## config.mk

```make
export PLATFORM = sky130hd
export DESIGN_NAME = fanout_bcast_buf_flat
export DESIGN_NICKNAME = d
export VERILOG_FILES = /design/src/rtl/fanout_bcast_buf_pkg.sv /design/src/rtl/fanout_bcast_buf_if.sv /design/src/rtl/fanout_bcast_buf_served_tracker.sv /design/src/rtl/fanout_bcast_buf.sv /design/src/flat_wrapper.sv
export SDC_FILE = /design/constraint.sdc
export NUM_CORES = 1
export LEC_CHECK = 0
export BUFFER_PORTS_ARGS = -buffer_cell sky130_fd_sc_hd__buf_2
export CAP_MARGIN = 25
export CORE_MARGIN = 5
export CORE_UTILIZATION = 39
export CTS_CLUSTER_SIZE = 24
export DETAILED_ROUTE_END_ITERATION = 12
export PLACE_DENSITY = 0.67
export SYNTH_ARGS = -nofsm -noshare
export SYNTH_HDL_FRONTEND = slang
export SYNTH_SLANG_ARGS = --single-unit
```

## constraint.sdc

```tcl
create_clock -name CLK -period 2.2 [get_ports CLK]
set_clock_uncertainty 0.1 [all_clocks]
set_input_delay 0.11 -clock CLK [delete_from_list [all_inputs] [get_ports CLK]]
set_output_delay 0.11 -clock CLK [all_outputs]
set_load 0.01 [all_outputs]
```

## src/rtl/fanout_bcast_buf_pkg.sv

```systemverilog
// Shared constants, types and the retire rule for the fanout broadcast buffer.
// The downstream ready-combine imports the same all_done() so both sides agree on retirement.
package fanout_pkg;

    localparam int NUM_SINKS = 9;
    localparam int DATA_W    = 17;

    typedef logic [NUM_SINKS-1:0] sink_mask_t;
    typedef logic [DATA_W-1:0]    data_t;

    function automatic logic all_done(input sink_mask_t en,
                                      input sink_mask_t served,
                                      input sink_mask_t hs);
        return &(~en | served | hs);
    endfunction

endpackage

```

## src/rtl/fanout_bcast_buf_if.sv

```systemverilog
// Upstream ready-valid stream plus the broadcast side toward the sinks.
interface fanout_bcast_buf_if;
    import fanout_pkg::*;

    data_t      in_data;
    logic       in_valid;
    logic       in_ready;
    data_t      out_data;
    sink_mask_t out_valid;
    sink_mask_t sink_ready;

    modport master (
        output in_data, in_valid, sink_ready,
        input  in_ready, out_data, out_valid
    );

    modport slave (
        input  in_data, in_valid, sink_ready,
        output in_ready, out_data, out_valid
    );

endinterface

```

## src/rtl/fanout_bcast_buf_served_tracker.sv

```systemverilog
// Per-sink delivery bookkeeping for the head entry: valid masking, handshakes and retire.
module fanout_served_tracker
    import fanout_pkg::*;
(
    input  logic       CLK,
    input  logic       ASYNCRESET,
    input  logic       flush,
    input  logic       head_valid,
    input  sink_mask_t sink_en,
    input  sink_mask_t sink_ready,
    output sink_mask_t out_valid,
    output logic       retire
);

    sink_mask_t served_r;
    sink_mask_t served_next_s;
    sink_mask_t hs_s;

    // per-sink valid, handshake and head retire decision
    always_comb begin
        out_valid = {NUM_SINKS{head_valid}} & sink_en & ~served_r;
        hs_s      = out_valid & sink_ready;
        retire    = head_valid & all_done(sink_en, served_r, hs_s);
    end

    // served bits restart for every new head entry
    always_comb begin
        served_next_s = served_r;
        if (flush) begin
            served_next_s = {NUM_SINKS{1'b0}};
        end else if (retire) begin
            served_next_s = {NUM_SINKS{1'b0}};
        end else begin
            served_next_s = served_r | hs_s;
        end
    end

    // served register
    always_ff @(posedge CLK or posedge ASYNCRESET) begin
        if (ASYNCRESET) begin
            served_r <= {NUM_SINKS{1'b0}};
        end else begin
            served_r <= served_next_s;
        end
    end

endmodule

```

## src/rtl/fanout_bcast_buf.sv

```systemverilog
// Two-entry broadcast buffer: one upstream stream, each word held until every enabled sink took it.
module fanout_bcast_buf
    import fanout_pkg::*;
(
    input  logic                CLK,
    input  logic                ASYNCRESET,
    input  logic                flush,
    input  sink_mask_t          sink_en,
    fanout_bcast_buf_if.slave   bus,
    output logic [1:0]          occupancy
);

    data_t      mem_r [2];
    logic       head_ptr_r;
    logic       tail_ptr_r;
    logic [1:0] count_r;
    logic       in_ready_r;

    logic       enq_s;
    logic       retire_s;
    logic       head_valid_s;
    logic [1:0] count_next_s;

    assign enq_s        = bus.in_valid & in_ready_r;
    assign head_valid_s = (count_r != 2'd0);
    assign bus.in_ready = in_ready_r;
    assign bus.out_data = mem_r[head_ptr_r];
    assign occupancy    = count_r;

    fanout_served_tracker u_tracker (
        .CLK        (CLK),
        .ASYNCRESET (ASYNCRESET),
        .flush      (flush),
        .head_valid (head_valid_s),
        .sink_en    (sink_en),
        .sink_ready (bus.sink_ready),
        .out_valid  (bus.out_valid),
        .retire     (retire_s)
    );

    // next occupancy; flush overrides any simultaneous enqueue or retire
    always_comb begin
        count_next_s = count_r;
        if (flush) begin
            count_next_s = 2'd0;
        end else begin
            case ({enq_s, retire_s})
                2'b10:   count_next_s = count_r + 2'd1;
                2'b01:   count_next_s = count_r - 2'd1;
                default: count_next_s = count_r;
            endcase
        end
    end

    // pointers, count and the registered upstream ready
    always_ff @(posedge CLK or posedge ASYNCRESET) begin
        if (ASYNCRESET) begin
            head_ptr_r <= 1'b0;
            tail_ptr_r <= 1'b0;
            count_r    <= 2'd0;
            in_ready_r <= 1'b0;
        end else if (flush) begin
            head_ptr_r <= 1'b0;
            tail_ptr_r <= 1'b0;
            count_r    <= 2'd0;
            in_ready_r <= 1'b1;
        end else begin
            if (enq_s) begin
                tail_ptr_r <= ~tail_ptr_r;
            end
            if (retire_s) begin
                head_ptr_r <= ~head_ptr_r;
            end
            count_r    <= count_next_s;
            in_ready_r <= (count_next_s < 2'd2);
        end
    end

    // entry storage; cleared on reset so out_data reads zero while empty after reset
    always_ff @(posedge CLK or posedge ASYNCRESET) begin
        if (ASYNCRESET) begin
            mem_r[0] <= {DATA_W{1'b0}};
            mem_r[1] <= {DATA_W{1'b0}};
        end else if (enq_s && !flush) begin
            mem_r[tail_ptr_r] <= bus.in_data;
        end else begin
            mem_r <= mem_r;
        end
    end

endmodule

```

## src/flat_wrapper.sv

```systemverilog
// flat-port wrapper written by rule: the top's interface ports become plain ports
module fanout_bcast_buf_flat import fanout_pkg::*;
  (CLK, ASYNCRESET, flush, sink_en, occupancy, bus_in_data, bus_in_valid, bus_sink_ready, bus_in_ready, bus_out_data, bus_out_valid);
  fanout_bcast_buf_if bus_i ();
  input  logic CLK;
  input  logic ASYNCRESET;
  input  logic flush;
  input  sink_mask_t sink_en;
  output logic [1:0] occupancy;
  input wire logic [$bits(bus_i.in_data)-1:0] bus_in_data;
  input wire logic [$bits(bus_i.in_valid)-1:0] bus_in_valid;
  input wire logic [$bits(bus_i.sink_ready)-1:0] bus_sink_ready;
  output wire logic [$bits(bus_i.in_ready)-1:0] bus_in_ready;
  output wire logic [$bits(bus_i.out_data)-1:0] bus_out_data;
  output wire logic [$bits(bus_i.out_valid)-1:0] bus_out_valid;
  assign bus_i.in_data = bus_in_data;
  assign bus_i.in_valid = bus_in_valid;
  assign bus_i.sink_ready = bus_sink_ready;
  assign bus_in_ready = bus_i.in_ready;
  assign bus_out_data = bus_i.out_data;
  assign bus_out_valid = bus_i.out_valid;
  fanout_bcast_buf u_core (.CLK(CLK), .ASYNCRESET(ASYNCRESET), .flush(flush), .sink_en(sink_en), .bus(bus_i), .occupancy(occupancy));
endmodule
```

* Yosys cells after proc, flatten, opt, wreduce, memory -nomap -nowiden *
Cells that the tools add are included.

word-level totals
  register bits = 48
  latch bits = 0
  bits in writable memories = 0
  memory bits (read-only) = 0
  bits of input ports = 39
  output and inout bits = 29
  logic and storage cells = 52
  memories kept = 0

cells by class
  add/sub/neg operators = 2
  multiply operators = 0
  div/mod/pow operators = 0
  $lt $le $gt $ge = 4
  equal/unequal tests = 2
  shift-type cells = 0
  multiplexer cells = 16
  bitwise logic cells = 14
  reductions and logical operators = 7

operators with widths
  kind                                                                  number
  17-bit two-way mux                                                    4
  34-bit bitwise mux                                                    1
  9-bit bitwise AND                                                     3
  9-bit bitwise OR                                                      3
  9-bit two-way mux                                                     2
  9-bit inverter                                                        2
  17-bit demux with 1-bit select                                        1
  9-bit AND reduction                                                   1
  2-bit nonzero test                                                    3
  1-bit two-way mux                                                     5
  2-bit greater-or-equal comparator, second input constant              2
  2-bit two-way mux                                                     2
  1-bit inverter with 2-bit output                                      2
  2-bit case mux with 2 select lines                                    1
  2-bit by 1-bit adder with 2-bit output, second input constant         1
  1-bit bitwise AND                                                     2
  2-bit by 1-bit == test with 1-bit output, second input constant       1
  2-bit == test, second input constant                                  1
  1-bit logical AND                                                     2
  2-bit by 1-bit < comparator with 1-bit output, second input constant  1
  2-bit < comparator, second input constant                             1
  1-bit inverter                                                        2
  2-bit by 1-bit subtractor with 2-bit output, second input constant    1
  1-bit logical NOT                                                     1

* Depth between registers and ports, before layout *
  word-level depth = 12
  mapped depth = 12
  depth with buffers taken out = 10

* By module *
A second synthesis with hierarchy kept.

second synthesis, totals
  cell total of the unflattened synthesis = 177
  area total of the unflattened synthesis = 2,297.2 sq um

modules (own cells, without submodules)
  module                 times used  cells an instance  area each (sq um)  sequential area each (sq um)
  fanout_bcast_buf       1           117                1,761.7            975.9
  fanout_served_tracker  1           60                 535.5              225.2

* Least setup slack after synthesis *
No wires, ideal clock.

  kind = reg-to-reg
  start point = reg u_core.count_r[0] (netlist: u_core.occupancy[0])
  end point = reg u_core.in_ready_r (netlist: u_core.bus.in_ready)
  library setup time = 0.118 ns
  data arrival time = 1.856 ns
  data required time = 1.982 ns
  setup slack = 0.126 ns
  stages on the path, launching flop included = 13
  buffers on the path = 2
  clock period less this slack = 2.074 ns
  cell sequence = dfrtp_1 > buf_6 > or2_4 > buf_6 > nand2_4 > nand3b_4 > and4_4 > ha_1 > xnor2_1 > nor2_1 > xnor2_1 > nor2_1 > inv_1

between the ends
  longest elaborated chain between the ends = 12
  elaborated cells on any way between the ends = 15
  classes of those cells = add/sub (2); order compare (1); eq/ne (2); mux (3); bitwise (5); reduce/logical (2)

ends and longest elaborated chain
  element                                                                           RTL line                               text
  from (decl)                                                                       fanout_bcast_buf.sv:16                 logic [1:0] count_r;
  from (signal assigned)                                                            fanout_bcast_buf.sv:74                 count_r <= count_next_s;
  2-bit nonzero test                                                                fanout_bcast_buf.sv:25                 assign head_valid_s = (count_r != 2'd0);
  9-bit bitwise AND (2 in series)                                                   fanout_bcast_buf_served_tracker.sv:21  out_valid = {NUM_SINKS{head_valid}} & sink_en & ~served_r;
  9-bit bitwise AND                                                                 fanout_bcast_buf_served_tracker.sv:22  hs_s = out_valid & sink_ready;
  9-bit bitwise OR                                                                  fanout_bcast_buf_pkg.sv:14             return &(~en | served | hs);
  9-bit AND reduction                                                               fanout_bcast_buf_pkg.sv:14
  1-bit bitwise AND                                                                 fanout_bcast_buf_served_tracker.sv:23  retire = head_valid & all_done(sink_en, served_r, hs_s);
  2-bit by 1-bit == test with 1-bit output / 2-bit == test (equally long branches)  fanout_bcast_buf.sv:47                 case ({enq_s, retire_s})
  2-bit case mux with 2 select lines *                                              fanout_bcast_buf.sv:47
  2-bit two-way mux *                                                               fanout_bcast_buf.sv:44                 if (flush) begin
  2-bit < comparator *                                                              fanout_bcast_buf.sv:75                 in_ready_r <= (count_next_s < 2'd2);
  1-bit two-way mux *                                                               fanout_bcast_buf.sv:62                 end else if (flush) begin
  to (signal assigned)                                                              fanout_bcast_buf.sv:75
  to (decl)                                                                         fanout_bcast_buf.sv:17                 logic in_ready_r;

Every way passes the cells marked *; elsewhere a longest branch is shown, timed or not.
A chain may end at the register's enable or synchronous reset.

* Worst setup path in the final report *
  start point = reg u_core.count_r[1] (netlist: u_core.occupancy[1])
  end point = reg u_core.in_ready_r (netlist: u_core.bus.in_ready)

The elaborated chain is that of the path after synthesis.

==> flow_summary.html <==
<table>
<tr><th>Metric</th><th>Value</th></tr>
<tr><th colspan="2">Power and ir drop</th></tr>
<tr><td>Relative contribution of the clock network to total power</td><td>0.266</td></tr>
<tr><td>Internal Pwr Total</td><td>1.837 mW</td></tr>
<tr><td>Net switching component of the power</td><td>between 0.6 and 0.7 mW</td></tr>
<tr><td>Fraction of power consumed by sequential logic</td><td>0.473</td></tr>
<tr><td>Total leakage power</td><td>1.491 nW</td></tr>
<tr><td>Net Sw Frac</td><td>0.2665</td></tr>
<tr><td>Combinational share of power</td><td>0.261</td></tr>
<tr><td>Power density relative to cell area</td><td>763.3 nW/um^2</td></tr>
<tr><td>Peak supply drop</td><td>0.4862 mV</td></tr>
<tr><th colspan="2">GRT</th></tr>
<tr><td>Vias in the first global route</td><td>1873</td></tr>
<tr><td>Antenna violations before repair</td><td>0</td></tr>
<tr><td>Total global routing track utilization</td><td>0.1493</td></tr>
<tr><td>First-pass GRT wire length</td><td>about 8.8 mm</td></tr>
<tr><td>Maximum number of pins on one net before global-route repair</td><td>27</td></tr>
<tr><td>Total congestion overflow after global routing</td><td>0</td></tr>
<tr><th colspan="2">Worst hold path</th></tr>
<tr><td>Worst hold stages</td><td>2</td></tr>
<tr><td>Start point of the worst hold path</td><td>flush</td></tr>
<tr><td>Type of the most critical hold path</td><td>in2reg</td></tr>
<tr><th colspan="2">Timing</th></tr>
<tr><td>Final setup viols</td><td>0</td></tr>
<tr><td>Post-layout min period</td><td>2.196 ns</td></tr>
<tr><td>Worst slew margin relative to its limit</td><td>0.4617</td></tr>
<tr><td>TNS Setup</td><td>0 ns</td></tr>
<tr><td>Slew Viols, Final</td><td>0</td></tr>
<tr><td>Highest clock frequency the design can meet</td><td>around 460 MHz</td></tr>
<tr><td>Final hold violation count</td><td>0</td></tr>
<tr><td>Tightest Pin Transition</td><td>a little over 0.8 ns</td></tr>
<tr><td>Post-route setup slack</td><td>0.003514 ns</td></tr>
<tr><td>Post-route fraction of the period consumed by the critical path</td><td>0.9984</td></tr>
<tr><th colspan="2">Cells and area</th></tr>
<tr><td>Final non-filler cell area</td><td>~3300 um^2</td></tr>
<tr><td>Share of cells above drive strength 1</td><td>0.5322</td></tr>
<tr><td>Final-layout fill cell count</td><td>500</td></tr>
<tr><td>Number of antenna diodes</td><td>0</td></tr>
<tr><td>Area growth, synth to finish</td><td>40.59%</td></tr>
<tr><td>Post-layout utilization of the core</td><td>0.5574</td></tr>
<tr><td>Layout Nets</td><td>335</td></tr>
<tr><th colspan="2">Routing</th></tr>
<tr><td>WL per Instance</td><td>14.88 um</td></tr>
<tr><td>Overall routed net length</td><td>5.505 mm</td></tr>
<tr><td>Post-detailed-route via-to-cell ratio</td><td>approximately 4.8</td></tr>
<tr><td>1st-pass router iterations</td><td>4</td></tr>
<tr><td>Via count</td><td>1793</td></tr>
<tr><td>Antenna Nets Post-Route</td><td>0</td></tr>
<tr><td>Starting DRC count in detailed routing</td><td>82</td></tr>
<tr><td>Number of design rule violations left after detail routing</td><td>0</td></tr>
<tr><th colspan="2">Synthesis</th></tr>
<tr><td>Cell Area, Synth</td><td>approximately 2300 um^2</td></tr>
<tr><td>Sequential cell area fraction in the yosys report</td><td>0.5147</td></tr>
<tr><td>Cell with the most instances after synthesis</td><td>sky130_fd_sc_hd__mux2_2</td></tr>
<tr><td>Synth area leader</td><td>sky130_fd_sc_hd__dfrtp_1</td></tr>
<tr><td>Post-synthesis instance total</td><td>189</td></tr>
<tr><td>Most area-consuming cells after synthesis</td><td>sky130_fd_sc_hd__dfrtp_1 51%, sky130_fd_sc_hd__mux2_2 24%, sky130_fd_sc_hd__nor2_1 2.7%</td></tr>
<tr><td>Share of synthesized flip-flops with an asynchronous set or reset</td><td>1.000</td></tr>
<tr><td>Most used flip-flop cell after synthesis</td><td>sky130_fd_sc_hd__dfrtp_1</td></tr>
<tr><td>Post-synth net total</td><td>230</td></tr>
<tr><td>Netlist cell types</td><td>34</td></tr>
<tr><td>Most frequent cells after synthesis</td><td>49 x sky130_fd_sc_hd__mux2_2, 48 x sky130_fd_sc_hd__dfrtp_1, 17 x sky130_fd_sc_hd__nor2_1, 12 x sky130_fd_sc_hd__nand2_1</td></tr>
<tr><td>Count of warnings emitted by yosys</td><td>0</td></tr>
<tr><td>Number of synthesized flops with an enable pin</td><td>0</td></tr>
<tr><td>Avg Synthesized Cell Area</td><td>around 12 um^2</td></tr>
<tr><td>Top cell type's share of synthesized area</td><td>0.5147</td></tr>
<tr><td>Count of state elements after synthesis</td><td>48</td></tr>
<tr><th colspan="2">Placed design</th></tr>
<tr><td>Final weighted congestion of routability-driven global placement</td><td>between 0.8 and 0.9</td></tr>
<tr><td>Detailed-placement wirelength estimate</td><td>3.495 mm</td></tr>
<tr><td>Number of buffers inserted by port buffering</td><td>67</td></tr>
<tr><td>Setup slack after placement</td><td>0.05494 ns</td></tr>
<tr><td>Area after DPL</td><td>2759 um^2</td></tr>
<tr><th colspan="2">Worst setup path</th></tr>
<tr><td>Critical path data required time</td><td>approximately 2.3 ns</td></tr>
<tr><td>Maximum fanout encountered on the critical timing path</td><td>7</td></tr>
<tr><td>Cell with the biggest individual delay on the critical path</td><td>sky130_fd_sc_hd__dfrtp_2</td></tr>
<tr><td>Critical path launch point</td><td>u_core.occupancy[1]$_DFF_PP0_</td></tr>
<tr><td>Worst setup SP type</td><td>flip-flop</td></tr>
<tr><td>Type of element capturing the critical path</td><td>flip-flop</td></tr>
<tr><td>Data arrival, critical path</td><td>2.29 ns</td></tr>
<tr><td>Beginning of the worst register-to-register path</td><td>u_core.occupancy[1]$_DFF_PP0_</td></tr>
<tr><td>Buffering stage count on the worst path with inverters included</td><td>2</td></tr>
<tr><td>Number of cells on the critical path</td><td>11</td></tr>
<tr><td>Cell family with most CP delay</td><td>simple AND/OR/NAND/NOR gates</td></tr>
<tr><td>Ordered list of cells on the worst path</td><td>buf_6 &gt; o21ai_1 &gt; nand3b_1 &gt; and4_1 &gt; and4_4 &gt; ha_4 &gt; xnor2_2 &gt; nor2_2 &gt; xnor2_1 &gt; nor2_1 &gt; inv_1</td></tr>
<tr><td>Category of the critical setup timing path</td><td>reg2reg</td></tr>
<tr><td>Depth of the worst register-to-register path</td><td>11</td></tr>
<tr><td>Longest individual stage delay on the worst path</td><td>~0.47 ns</td></tr>
<tr><th colspan="2">Floorplanning</th></tr>
<tr><td>Die height</td><td>between 80 and 90 um</td></tr>
<tr><td>Number of standard-cell rows in the floorplan</td><td>28</td></tr>
<tr><td>Die Area</td><td>between 7000 and 8000 um^2</td></tr>
<tr><td>Num ports</td><td>68</td></tr>
<tr><td>Width of the die</td><td>87.35 um</td></tr>
<tr><td>Placeable core region</td><td>5886 um^2</td></tr>
<tr><td>Initial standard-cell utilization of the core</td><td>0.3965</td></tr>
<tr><th colspan="2">CTS</th></tr>
<tr><td>Clock tree from TritonCTS</td><td>yes</td></tr>
<tr><td>Sinks on the clock net</td><td>48</td></tr>
<tr><td>Clock Path Buffers</td><td>2</td></tr>
<tr><td>CTS H-Tree Depth</td><td>2</td></tr>
<tr><td>Clock slew seen by the registers of the worst setup and hold paths</td><td>0.09 ns</td></tr>
<tr><td>Worst-Skew Late Latency</td><td>0.29 ns</td></tr>
<tr><td>Cell at the root of the clock tree</td><td>sky130_fd_sc_hd__clkbuf_8</td></tr>
<tr><td>TritonCTS buffer count</td><td>5</td></tr>
<tr><th colspan="2">Status</th></tr>
<tr><td>Run status</td><td>complete, no violations</td></tr>
<tr><th colspan="2">Job</th></tr>
<tr><td>Max-cap violations</td><td>0</td></tr>
</table>
metrics by stage:
stage / instances / power (mW) / hold slack, ns
6_report: 370 / 2.504 / 0.006548
5_1_grt: 370 / 2.661 / 0.02880
4_1_cts: 369 / 2.520 / 0.002613
3_5_place_dp: 328 / 1.793 / 0.09123
3_3_place_gp: 328 / 1.770 / 0.08987
2_1_floorplan: 189 / 1.579 / 0.1447
final timing paths:
kind                                                           to  slack, ns
setup / recovery                    u_core.bus.in_ready$_DFF_PP0_      0.004
hold / removal                    u_core.occupancy[0]$_DFFE_PP0P_      0.007
setup reg to reg                    u_core.bus.in_ready$_DFF_PP0_      0.004
hold reg to reg                      u_core.mem_r[21]$_DFFE_PP0P_       0.39
max in group asynchronous            u_core.mem_r[14]$_DFFE_PP0P_       1.08
min in group asynchronous  u_core.u_tracker.served_r[3]$_DFF_PP0_       0.30
final cells by class:
class / count / area, um^2 / share of cell area
timing repair buffer: 107 / 739.5 / 0.2254
sequential: 48 / 1204 / 0.3669
multi-input combinational: 127 / 1104 / 0.3364
clock buffer: 6 / 82.58 / 0.02517
inverter: 5 / 18.77 / 0.005721
clock inverter: 2 / 38.79 / 0.01182
tap: 75 / 93.84 / 0.02860
placed cells by master, fill, tap and decap left out, types with 2 or more instances in the layout:
cell type                        n
sky130_fd_sc_hd__nor2_1         16
sky130_fd_sc_hd__mux2_2         49
sky130_fd_sc_hd__mux2_1          2
sky130_fd_sc_hd__nand2_1        12
sky130_fd_sc_hd__ha_4            2
sky130_fd_sc_hd__inv_2           2
sky130_fd_sc_hd__buf_2          65
sky130_fd_sc_hd__nor2b_1         2
sky130_fd_sc_hd__inv_1           3
sky130_fd_sc_hd__clkbuf_8        6
sky130_fd_sc_hd__buf_4           7
sky130_fd_sc_hd__nand3b_1        4
sky130_fd_sc_hd__dlygate4sd3_1  33
sky130_fd_sc_hd__dfrtp_2         2
sky130_fd_sc_hd__dfrtp_1        46
sky130_fd_sc_hd__o21ai_1         2
sky130_fd_sc_hd__a31oi_1         8
sky130_fd_sc_hd__nor2_2          9
flip-flops by register name (all words and copies together), names as in the netlist:
signal                     count
u_core.mem_r                  34
u_core.u_tracker.served_r      9
u_core.head_ptr_r              1
u_core.bus.in_ready            1
u_core.occupancy               2
u_core.tail_ptr_r              1
cell families after synthesis:
logic type                 share of synthesized area
and+or+nand+nor                               0.1292
muxes                                         0.2525
DFF                                           0.5147
AOI/OAI and AO/OA                            0.04718
buffers and inverters                        0.03432
xor gates and xnor gates                     0.01126
adders and majority gates                    0.01072
layer usage:
metal | vias up | routed length (um) | part of all wire | GRT usage
li1 | 869 | - | - | -
met1 | 876 | 2247 | 0.41 | 0.1722
met2 | 38 | 2967 | 0.54 | 0.2712
met3 | 10 | 209 | 0.038 | 0.02933
met4 | 0 | 81 | 0.015 | 0.05439
met5 | - | 0 | 0 | 0
power by group through the flow:
stage	registers, mW	logic (mW)	clock network (mW)
2_1_floorplan	1.17	0.411	0
3_3_place_gp	1.19	0.584	0
3_5_place_dp	1.20	0.596	0
4_1_cts	1.18	0.649	0.689
5_1_grt	1.21	0.722	0.727
6_report	1.18	0.654	0.666
what timing repair did:
action,in CTS,in global routing
setup endpoints to repair,0,3
endpoints found under the hold margin,66,0
resized for setup,0,14
setup buffers,0,3
hold buffers,33,0
(Power assumes the default switching activity.)
